==> src/rtl/fetch_unit.sv <==
// RV32I instruction-fetch stage: owns the PC, issues one memory request at a time
// and presents the returned instruction with its PC and PC+4 until it is consumed.
module fetch_unit #(
  parameter int                    ADDR_WIDTH  = 32,
  parameter int                    INSTR_WIDTH = 32,
  parameter logic [ADDR_WIDTH-1:0] RESET_PC    = '0
) (
  input  logic                   clk_i,
  input  logic                   rst_i,
  input  logic                   PCSrc_i,
  input  logic [ADDR_WIDTH-1:0]  PCTarget_i,
  input  logic                   stall_i,
  input  logic                   flush_i,
  input  logic [ADDR_WIDTH-1:0]  flush_pc_i,
  output logic                   imem_req_o,
  output logic [ADDR_WIDTH-1:0]  imem_addr_o,
  input  logic                   imem_rvalid_i,
  input  logic [INSTR_WIDTH-1:0] imem_rdata_i,
  output logic [INSTR_WIDTH-1:0] instr_o,
  output logic                   instr_valid_o,
  output logic [ADDR_WIDTH-1:0]  PC_o,
  output logic [ADDR_WIDTH-1:0]  PCPlus4_o
);

  typedef enum logic [1:0] {
    S_REQ   = 2'd0,
    S_WAIT  = 2'd1,
    S_DRAIN = 2'd2,
    S_VALID = 2'd3
  } state_t;

  localparam logic [INSTR_WIDTH-1:0] NOP_INSTR = INSTR_WIDTH'(32'h0000_0013);
  localparam logic [ADDR_WIDTH-1:0]  PC_STEP   = ADDR_WIDTH'(4);

  // Instructions are word aligned; the low two address bits are never fetched.
  function automatic logic [ADDR_WIDTH-1:0] align_pc(input logic [ADDR_WIDTH-1:0] addr);
    return {addr[ADDR_WIDTH-1:2], 2'b00};
  endfunction

  state_t                 state_q, state_d;
  logic [ADDR_WIDTH-1:0]  pc_q, pc_d;
  logic [INSTR_WIDTH-1:0] instr_q, instr_d;
  logic [ADDR_WIDTH-1:0]  pc_plus4;
  logic [ADDR_WIDTH-1:0]  next_seq_pc;

  assign pc_plus4    = pc_q + PC_STEP;
  assign next_seq_pc = PCSrc_i ? PCTarget_i : pc_plus4;

  always_comb begin
    state_d = state_q;
    pc_d    = pc_q;
    instr_d = instr_q;

    if (flush_i) begin
      // A flush leaves DRAIN behind whenever memory still owes us a response.
      pc_d = align_pc(flush_pc_i);
      unique case (state_q)
        S_REQ:   state_d = S_DRAIN;
        S_WAIT:  state_d = imem_rvalid_i ? S_REQ : S_DRAIN;
        S_DRAIN: state_d = imem_rvalid_i ? S_REQ : S_DRAIN;
        S_VALID: state_d = S_REQ;
        default: state_d = S_REQ;
      endcase
    end else begin
      unique case (state_q)
        S_REQ: begin
          state_d = S_WAIT;
        end
        S_WAIT: begin
          if (imem_rvalid_i) begin
            instr_d = imem_rdata_i;
            state_d = S_VALID;
          end
        end
        S_DRAIN: begin
          if (imem_rvalid_i) begin
            state_d = S_REQ;
          end
        end
        S_VALID: begin
          if (!stall_i) begin
            pc_d    = align_pc(next_seq_pc);
            state_d = S_REQ;
          end
        end
        default: begin
          state_d = S_REQ;
        end
      endcase
    end
  end

  always_ff @(posedge clk_i or posedge rst_i) begin
    if (rst_i) begin
      state_q <= S_REQ;
      pc_q    <= RESET_PC;
      instr_q <= NOP_INSTR;
    end else begin
      state_q <= state_d;
      pc_q    <= pc_d;
      instr_q <= instr_d;
    end
  end

  // Reset sits in REQ, so the strobe must be gated while reset is held.
  assign imem_req_o    = (state_q == S_REQ) && !rst_i;
  assign imem_addr_o   = pc_q;
  assign instr_o       = instr_q;
  assign instr_valid_o = (state_q == S_VALID);
  assign PC_o          = pc_q;
  assign PCPlus4_o     = pc_plus4;

endmodule

==> config.mk <==
export PLATFORM = sky130hd
export DESIGN_NAME = fetch_unit
export DESIGN_NICKNAME = d
export VERILOG_FILES = /design/src/rtl/fetch_unit.sv
export SDC_FILE = /design/constraint.sdc
export NUM_CORES = 1
export LEC_CHECK = 0
export ABC_CLOCK_PERIOD_IN_PS = 3380
export CORE_UTILIZATION = 40
export CTS_CLUSTER_SIZE = 40
export DETAILED_ROUTE_END_ITERATION = 8
export DONT_BUFFER_PORTS = 1
export GPL_TIMING_DRIVEN = 0
export HOLD_SLACK_MARGIN = 0.15
export PLACE_DENSITY = 0.53
export SETUP_SLACK_MARGIN = 0.02
export SLEW_MARGIN = 20
export SYNTH_ARGS = -nofsm -noshare
export SYNTH_HDL_FRONTEND = slang
export SYNTH_SLANG_ARGS = --single-unit
==> constraint.sdc <==
create_clock -name clk_i -period 3.38 [get_ports clk_i]
set_input_delay 0.169 -clock clk_i [delete_from_list [all_inputs] [get_ports clk_i]]
set_output_delay 0.169 -clock clk_i [all_outputs]
set_load 0.02 [all_outputs]
---- Yosys cells after proc, flatten, opt, wreduce, memory -nomap -nowiden ----
Cells that the tools add are included.
cells by class
  $add $sub $neg .......................... 1
  eq/ne operators ......................... 7
  muxes and demuxes ....................... 11
  bitwise logic cells ..................... 1
  reduce and logical (&&, ||, !) cells .... 8
operator list
  operator               number
  $mux 32                4
  $add 32x3->32 const B  1
  $mux 2                 5
  $ne 3x3->1 const B     3
  $pmux 2 s4             1
  $pmux 2 s3             1
  $reduce_and 3->1       2
  $eq 2x2->1 const B     2
  $eq 2x1->1 const B     1
  $logic_not 2->1        1
  $ne 2x1->1 const B     1
  $reduce_and 2->1       1
  $reduce_bool 2->1      1
  $reduce_or 2->1        1
  $logic_and 1x1->1      1
  $logic_not 1->1        1
  $not 1->1              1
storage, ports and cells
  register bits ........................... 66
  word-level logic and storage cells ...... 31

---- Longest topological paths before layout ----
Gate-level depths: netlist of run 1.
  depth in word-level cells ............... 5
  gate-level depth with buffers ........... 8

---- Least setup slack after synthesis of run 1 ----
Ideal clock, no wire load.
  path type ............................... register to register
  start point ............................. register pc_q[2] (netlist: PC_o[2])
  end point ............................... register pc_q[18] (netlist: PC_o[18])
  library setup time ...................... 0.126 ns
  data arrival time ....................... 2.115 ns
  setup slack ............................. 1.139 ns
  cell stages (with the launch flop) ...... 7
  clock period less this slack ............ 2.241 ns
  cells stage by stage .................... dfrtp_1 > ha_1 > nand3_1 > nor4_2 > nand4_1 > xnor2_1 > a221o_1
between the ends
  word-level cells in the longest chain between the ends .. 5
RTL lines
  what                      line  source
  start: declaration        41    logic [ADDR_WIDTH-1:0] pc_q, pc_d;
  start signal: assignment  100   pc_q <= pc_d;
  $add 32x3->32             46    assign pc_plus4 = pc_q + PC_STEP;
  via PCPlus4_o[18]         22    output logic [ADDR_WIDTH-1:0] PCPlus4_o
  $mux 32                   47    assign next_seq_pc = PCSrc_i ? PCTarget_i : pc_plus4;
  $mux 32                   81    if (!stall_i) begin
  $mux 32                   65    unique case (state_q)
  $mux 32                   54    if (flush_i) begin
The timed path passes the listed nets, and every way through them passes these cells. The select of a mux whose other input is x is not followed.
A chain may end at the register's enable or synchronous reset.

---- Worst setup path in the final report of run 1 ----
Ends and elaborated chain as after synthesis.

==> results of run 1 <==
==> stage by stage <==
stage	hold WS, ns	setup TNS, ns	utilization (%)
CTS	0.156	0	53.1
finish	0.169	0	53.1
detailed placement	0.0737	0	43.8
global placement	0.290	0	43.5
global route	0.183	-0.341	53.1
floorplan	0.286	0	-
==> state kept, by name, indices dropped and copies added, names as in the netlist <==
| signal | cells |
|---|---|
| state_q | 2 |
| instr_o | 32 |
| PC_o | 30 |
==> placed cells by master (no fill, tap or decap), drive strengths merged, types with 2 or more instances in the layout <==
cell and n:
o2bb2a 3, nor2 28, nor2b 3, and4 2, a21oi 22, nor3 15
a221o 5, dfstp 3, o22ai 8, a21o 2, nand2 32, a31oi 5
dfrtp 61, o211ai 2, a211oi 4, o21ai 12, ha 6, clkinv 4
nor4 5, or2 2, nand4 11, o31ai 3, dlygate4sd3 74, nand3 23
buf 44, and3 7, nand2b 4, nor3b 3, o21a 2, or3 3
conb 6, a221oi 3, xor2 6, mux2 34, o22a 7, xnor2 22
mux2i 6, clkbuf 28, inv 10
==> layout make-up <==
class	instances	area, um2
tap	133	166
buffer	61	368
sequential	64	1610
clock inverter	6	43.8
multi-input combinational	308	2140
fill	959	4650
clock buffer	10	138
timing repair buffer	75	761
inverter	9	36.3
==> cells in the mapped netlist, types with 3 or more instances <==
cell type | instances | area [um2]
a221oi_1 | 3 | 26.3
a31oi_1 | 5 | 31.3
dfstp_2 | 3 | 78.8
nor3b_1 | 3 | 22.5
o2bb2a_1 | 3 | 30.0
xnor2_1 | 22 | 193
o31ai_1 | 3 | 22.5
inv_1 | 9 | 33.8
nor2_1 | 28 | 105
nand3_1 | 23 | 115
buf_1 | 5 | 18.8
nor3_1 | 15 | 75.1
ha_1 | 6 | 75.1
dfrtp_1 | 61 | 1530
a221o_1 | 5 | 50.1
o22a_1 | 7 | 61.3
buf_4 | 36 | 270
nand2b_1 | 4 | 25.0
and3_1 | 7 | 43.8
or3_1 | 3 | 18.8
o22ai_1 | 8 | 50.1
clkbuf_1 | 17 | 63.8
o21ai_0 | 9 | 45.0
xor2_1 | 6 | 52.6
mux2_2 | 33 | 372
nand4_1 | 9 | 56.3
nor2b_1 | 3 | 18.8
a21oi_1 | 22 | 110
a211oi_1 | 4 | 30.0
nand2_1 | 32 | 120
mux2i_1 | 6 | 60.1
==> layer usage <==
metal  share of wire (%)  wire length, um
met5                   0                0
met1                  41             5520
met3                 8.2             1100
met4                 1.5              204
met2                  49             6650
==> critical path, cell delays in order, from the launching register on <==
cell,delay (ns)
dfrtp_1,0.63
ha_1,0.29
nand3_1,0.23
nor4_2,0.64
nand4_1,0.19
xnor2_1,0.49
a221o_1,0.23
dlygate4sd3_1,0.54
==> worst max path at each step <==
stage            start       end  cells past startpoint
3_3_place_gp   PC_o[5]  PC_o[17]                      5
4_1_cts        PC_o[2]  PC_o[12]                      7
2_1_floorplan  PC_o[2]  PC_o[18]                      6
5_1_grt        PC_o[2]  PC_o[12]                      7
6_report       PC_o[2]  PC_o[18]                      7
3_5_place_dp   PC_o[5]  PC_o[17]                      5
==> repair_timing <==
action,4_1_cts,5_1_grt
endpoints found under the hold margin,117,0
hold buffers,74,0
setup endpoints to repair,0,4
==> cell families after synthesis <==
| group | Yosys count | synth area share [%] |
|---|---|---|
| flip-flops | 64 | 38.9 |
| other | 1 | 0.0908 |
| AO/OA/AOI/OAI | 86 | 14.4 |
| buffers and inverters | 70 | 9.73 |
| multiplexers | 40 | 10.7 |
| XOR/XNOR | 28 | 5.94 |
| adder cells (fa/ha/maj) | 6 | 1.82 |
| AND/OR/NAND/NOR | 142 | 18.5 |
==> power by group through the flow <==
stage	Sequential (W)	Clock, W	Combinational [W]
after detailed placement	0.00167	0	0.00104
after global placement	0.00167	0	0.00101
after global routing	0.00171	0.000665	0.00123
final	0.00167	0.000627	0.00113
after floorplan	0.00159	0	0.000892
after CTS	0.00166	0.000642	0.00113
==> flow_metrics.env, run 1 <==
export IMPL_worst_ep_arrival_time_ns=3.59
export IMPL_dieArea_mm2=0.0107
export IMPL_io_pins=232
export IMPL_hold_depth=4
export IMPL_grt_pass1_wl_um=21400
export IMPL_via_per_inst=5.56
export IMPL_leakage_nw=2.18
export IMPL_crit_path_end_kind="flop"
export IMPL_setup_viol=0
export IMPL_post_dp_hpwl_um=9620
export IMPL_timing_final_hold_violations=0
export IMPL_period_share_pct=97.6
export IMPL_r2r_start="PC_o[2]"
export IMPL_antenna_found_initial=0
export IMPL_cts_buffers=9
export IMPL_grt_ovfl_total=0
export IMPL_chipHeight_um=104
export IMPL_max_clock_freq_mhz=303
export IMPL_antenna_cells=0
export IMPL_whs_endpoint="PC_o[23]"
export IMPL_finalNetCount=636
export IMPL_ctsLongestPathBuffers=2
export IMPL_place_ws_ns=0.584
export IMPL_drv_cap=0
export IMPL_critPathLaunchType="flop"
export IMPL_switchingPower_w=0.00157
export IMPL_critical_path_class="reg -> reg"
export IMPL_ant_nets=0
export IMPL_track_usage_pct=25.5
export IMPL_worst_pin_slew_ns=0.839
export IMPL_cts_tree="done"
export IMPL_core_area_mm2=0.00991
export IMPL_syn_inst=437
export IMPL_timing_final_ws_setup_ns=0.0828
export IMPL_post_cts_buffers=0
export IMPL_port_buffers=0
export IMPL_clkPwrFrac_pct=18.3
export IMPL_drive_gt1_share_pct=19.1
export IMPL_cts_htree_levels=3
export IMPL_p_int_w=0.00186
export IMPL_worstHoldPathType="in -> reg"
export IMPL_synth_edff_count=0
export IMPL_grtUsageMet1_pct=30.5
export IMPL_postPlaceCellArea_mm2=0.00434
export IMPL_power_density_mw_per_mm2=652
export IMPL_vias=3704
export IMPL_numPlacedInstances=576
export IMPL_die_width_um=104
export IMPL_syn_area_per_cell_um2=9.45
export IMPL_grt_use_met3_pct=7.87
export IMPL_slew_headroom_pct=43.6
export IMPL_synth_seq_area_share_pct=38.9
export IMPL_met2_usage_pct=43.2
export IMPL_cp_required_ns=3.68
export IMPL_layout_cells_non_filler=666
export IMPL_gp_congestion=0.820
export IMPL_design_area_mm2=0.00526
export IMPL_path_clk_slew_ns=0.07
export IMPL_start_util_pct=41.7
export IMPL_drtIter0Drc=198
export IMPL_cp_max_fo=8
export IMPL_worstHoldStart="PCTarget_i[23]"
export IMPL_synth_seq_cells=64
export IMPL_rows=36
export IMPL_rrSetupSlack_ns=0.08
export IMPL_cts_sinks=64
export IMPL_grt_pass1_vias=3872
export IMPL_area_delta_synth_final_pct=27.4
export IMPL_seqPwrFrac_pct=48.6
export IMPL_gr_max_usage_layer="met2"
export IMPL_worstReg2RegEnd="PC_o[18]"
export IMPL_period_needed_ns=3.30
export IMPL_total_power_w=0.00343
export IMPL_insertion_delay_ns=0.36
export IMPL_dr_pass1_iters=4
export IMPL_clock_root_buffer="clkbuf_8"
export IMPL_wirelength_um=13500
export IMPL_synthArstFlopShare_pct=100
export IMPL_yosysWarnings=0
export IMPL_grt_max_degree=38
export IMPL_synth_distinct_cells=59
export IMPL_combPwrFrac_pct=33.1
export IMPL_status="finished, final reports clean"
export IMPL_r2r_cells=7
export IMPL_drc=0
export IMPL_avgRoutedWirePerCell_um=20.2
export IMPL_drv_slew=0
export IMPL_skew_ns=0.0140
export IMPL_post_cts_resized=0
export IMPL_syn_area_mm2=0.00413
export IMPL_synthFlopType="dfrtp_1"
export IMPL_ir_drop_mv=0.505
export IMPL_rsz0062_at_grt="true"
export IMPL_netSwitchingFraction_pct=45.8
(Power assumes the default switching activity.)
==> run 2: changes to the inputs <==
--- a/config.mk
+++ b/config.mk
@@ -5,14 +5,14 @@
 export SDC_FILE = /design/constraint.sdc
 export NUM_CORES = 1
 export LEC_CHECK = 0
-export ABC_CLOCK_PERIOD_IN_PS = 3380
+export ABC_CLOCK_PERIOD_IN_PS = 2760
 export CORE_UTILIZATION = 40
 export CTS_CLUSTER_SIZE = 40
 export DETAILED_ROUTE_END_ITERATION = 8
 export DONT_BUFFER_PORTS = 1
 export GPL_TIMING_DRIVEN = 0
 export HOLD_SLACK_MARGIN = 0.15
-export PLACE_DENSITY = 0.53
+export PLACE_DENSITY = 0.55
 export SETUP_SLACK_MARGIN = 0.02
 export SLEW_MARGIN = 20
 export SYNTH_ARGS = -nofsm -noshare
==> constraint.sdc (replaced) <==
create_clock -name clk_i -period 2.76 [get_ports clk_i]
set_input_delay 0.138 -clock clk_i [delete_from_list [all_inputs] [get_ports clk_i]]
set_output_delay 0.138 -clock clk_i [all_outputs]
set_load 0.02 [all_outputs]
==> flow_metrics.env, run 2 (synthesis gave the netlist of run 1 again) <==
export IMPL_status="finished, final reports clean"
export IMPL_setup_tns_ns=0
export IMPL_path_cells="buf_2 > nand4_1 > buf_4 > or2_2 > nor3_1 > nand3_1 > xnor2_2"
export IMPL_leakage_nw=2.29
export IMPL_worst_path_largest_cell_delay_ns=0.49
export IMPL_worstHoldStart="flush_pc_i[20]"
export IMPL_cp_max_fo=8
export IMPL_dieArea_mm2=0.0107
export IMPL_worst_path_max_delay_cell="dfrtp_1"
export IMPL_timing_final_hold_violations=0
export IMPL_skew_ns=0.0222
export IMPL_period_share_pct=93.9
export IMPL_drv_slew=0
export IMPL_r2r_start="PC_o[15]"
export IMPL_drc=0
export IMPL_multi_input_area_mm2=0.00229
export IMPL_seq_area_mm2=0.00162
export IMPL_clock_root_buffer="clkbuf_8"
export IMPL_cts_sinks=64
export IMPL_path_clk_slew_ns=0.08
export IMPL_worst_pin_slew_ns=0.898
export IMPL_cp_required_ns=2.62
export IMPL_wirelength_um=14000
export IMPL_cp_startpoint="PC_o[15]"
export IMPL_grt_pass1_vias=3809
export IMPL_rows=36
export IMPL_ir_drop_mv=0.474
export IMPL_antenna_found_initial=0
export IMPL_io_pins=232
export IMPL_vias=3849
export IMPL_slew_headroom_pct=39.6
export IMPL_cts_tree="done"
export IMPL_port_buffers=0
export IMPL_finalNetCount=646
export IMPL_period_needed_ns=2.59
export IMPL_cts_htree_levels=3
export IMPL_cts_buffers=9
export IMPL_worst_ep_arrival_time_ns=2.45
export IMPL_grt_max_degree=55
export IMPL_critical_path_class="reg -> out"
export IMPL_via_per_inst=5.69
export IMPL_area_delta_synth_final_pct=33.8
export IMPL_avgRoutedWirePerCell_um=20.7
export IMPL_timing_final_ws_setup_ns=0.170
export IMPL_dr_pass1_iters=5
export IMPL_final_cell_mix="dlygate4sd3_1 (82), dfrtp_1 (50), buf_4 (39), mux2_2 (33), nand2_1 (32)"
export IMPL_ant_nets=0
export IMPL_ctsLongestPathBuffers=2
export IMPL_grt_pass1_wl_um=21300
export IMPL_place_ws_ns=-0.0159
export IMPL_drv_cap=0
export IMPL_final_common_cell="dlygate4sd3_1"
export IMPL_drtIter0Drc=248
export IMPL_crit_path_end_kind="output pin"
export IMPL_die_width_um=104
export IMPL_max_clock_freq_mhz=386
export IMPL_start_util_pct=41.7
export IMPL_core_area_mm2=0.00991
export IMPL_chipHeight_um=104
export IMPL_track_usage_pct=25.7
export IMPL_power_density_mw_per_mm2=773
export IMPL_setup_viol=0
export IMPL_largest_reg_flops=32
export IMPL_gp_congestion=0.864
export IMPL_grt_ovfl_total=0
export IMPL_fillers=896
export IMPL_rsz0062_at_grt="false"
export IMPL_post_dp_hpwl_um=9540
export IMPL_insertion_delay_ns=0.36
export IMPL_critPathLaunchType="flop"
export IMPL_worstHoldPathType="in -> reg"
export IMPL_drive_gt1_share_pct=24.9
## run 2: cell types whose count changed in the layout (fill, tap and decap cells not counted), sizes merged
cell and change:
dlygate4sd3 +8, buf +3, clkinv -2, clkbuf -1
clkinvlp +1, diode +1, inv +1
## run 2: area by class of cell
class / count / area share, %
repair buffers: 86 / 15.8
clock inverters: 6 / 0.770
clock buffers: 10 / 2.49
plain buffers: 60 / 6.59
multi-input cells: 308 / 41.4
well taps: 133 / 3.01
flip-flops and latches: 64 / 29.3
diodes: 1 / 0.0453
inverters: 9 / 0.657
## run 2: path summary, 6_finish.rpt
| kind | end | slack, ns | cells after the start |
|---|---|---|---|
| min reg2reg | state_q[1] | 0.67 | 2 |
| max reg2reg | PC_o[28] | 0.21 | 8 |
| max | PCPlus4_o[27] | 0.17 | 7 |
| min | PC_o[20] | 0.16 | 3 |
| max in group asynchronous | PC_o[31] | 1.23 | 4 |
| min in group asynchronous | PC_o[29] | 0.71 | 3 |
## run 2: report_power, final
group | internal (W) | total, W | switching [W]
Sequential | 0.00129 | 0.00207 | 0.000779
Clock | 0.000354 | 0.000784 | 0.000430
Combinational | 0.000655 | 0.00142 | 0.000769
## run 2: critical path: cells and delay by family, from the launching register on
family        cells  cell delay (ns)
simple gates      4             0.83
xor+xnor          1             0.36
buf+inv           2             0.42
flops             1             0.49
## run 2: per-layer routing
layer | part of all wire, % | track usage (%) | vias to the layer above | wire length, um
li1 | - | - | 1738 | -
met1 | 40 | 31.2 | 1895 | 5650
met2 | 51 | 44.0 | 185 | 7120
met3 | 6.5 | 6.10 | 31 | 908
met4 | 2.4 | 9.83 | 0 | 333
met5 | 0 | 0 | - | 0
## run 2: per-stage QoR
stage / std cells / cell area [um2] / utilization, % / hold WS (ns) / power [W]
6_report: 677 / 5530 / 55.8 / 0.162 / 0.00427
5_1_grt: 676 / 5520 / 55.7 / 0.160 / 0.00449
4_1_cts: 676 / 5470 / 55.2 / 0.150 / 0.00426
3_5_place_dp: 576 / 4340 / 43.8 / -0.0601 / 0.00334
3_3_place_gp: 575 / 4310 / 43.5 / 0.256 / 0.00329
2_1_floorplan: 442 / 4150 / - / 0.255 / 0.00303
## run 2: what timing repair did
item	CTS	global route
pin swaps	1	2
endpoints found under the setup margin	23	12
hold buffers	82	0
setup buffers	2	1
gates resized for setup	20	13
endpoints found under the hold margin	124	0
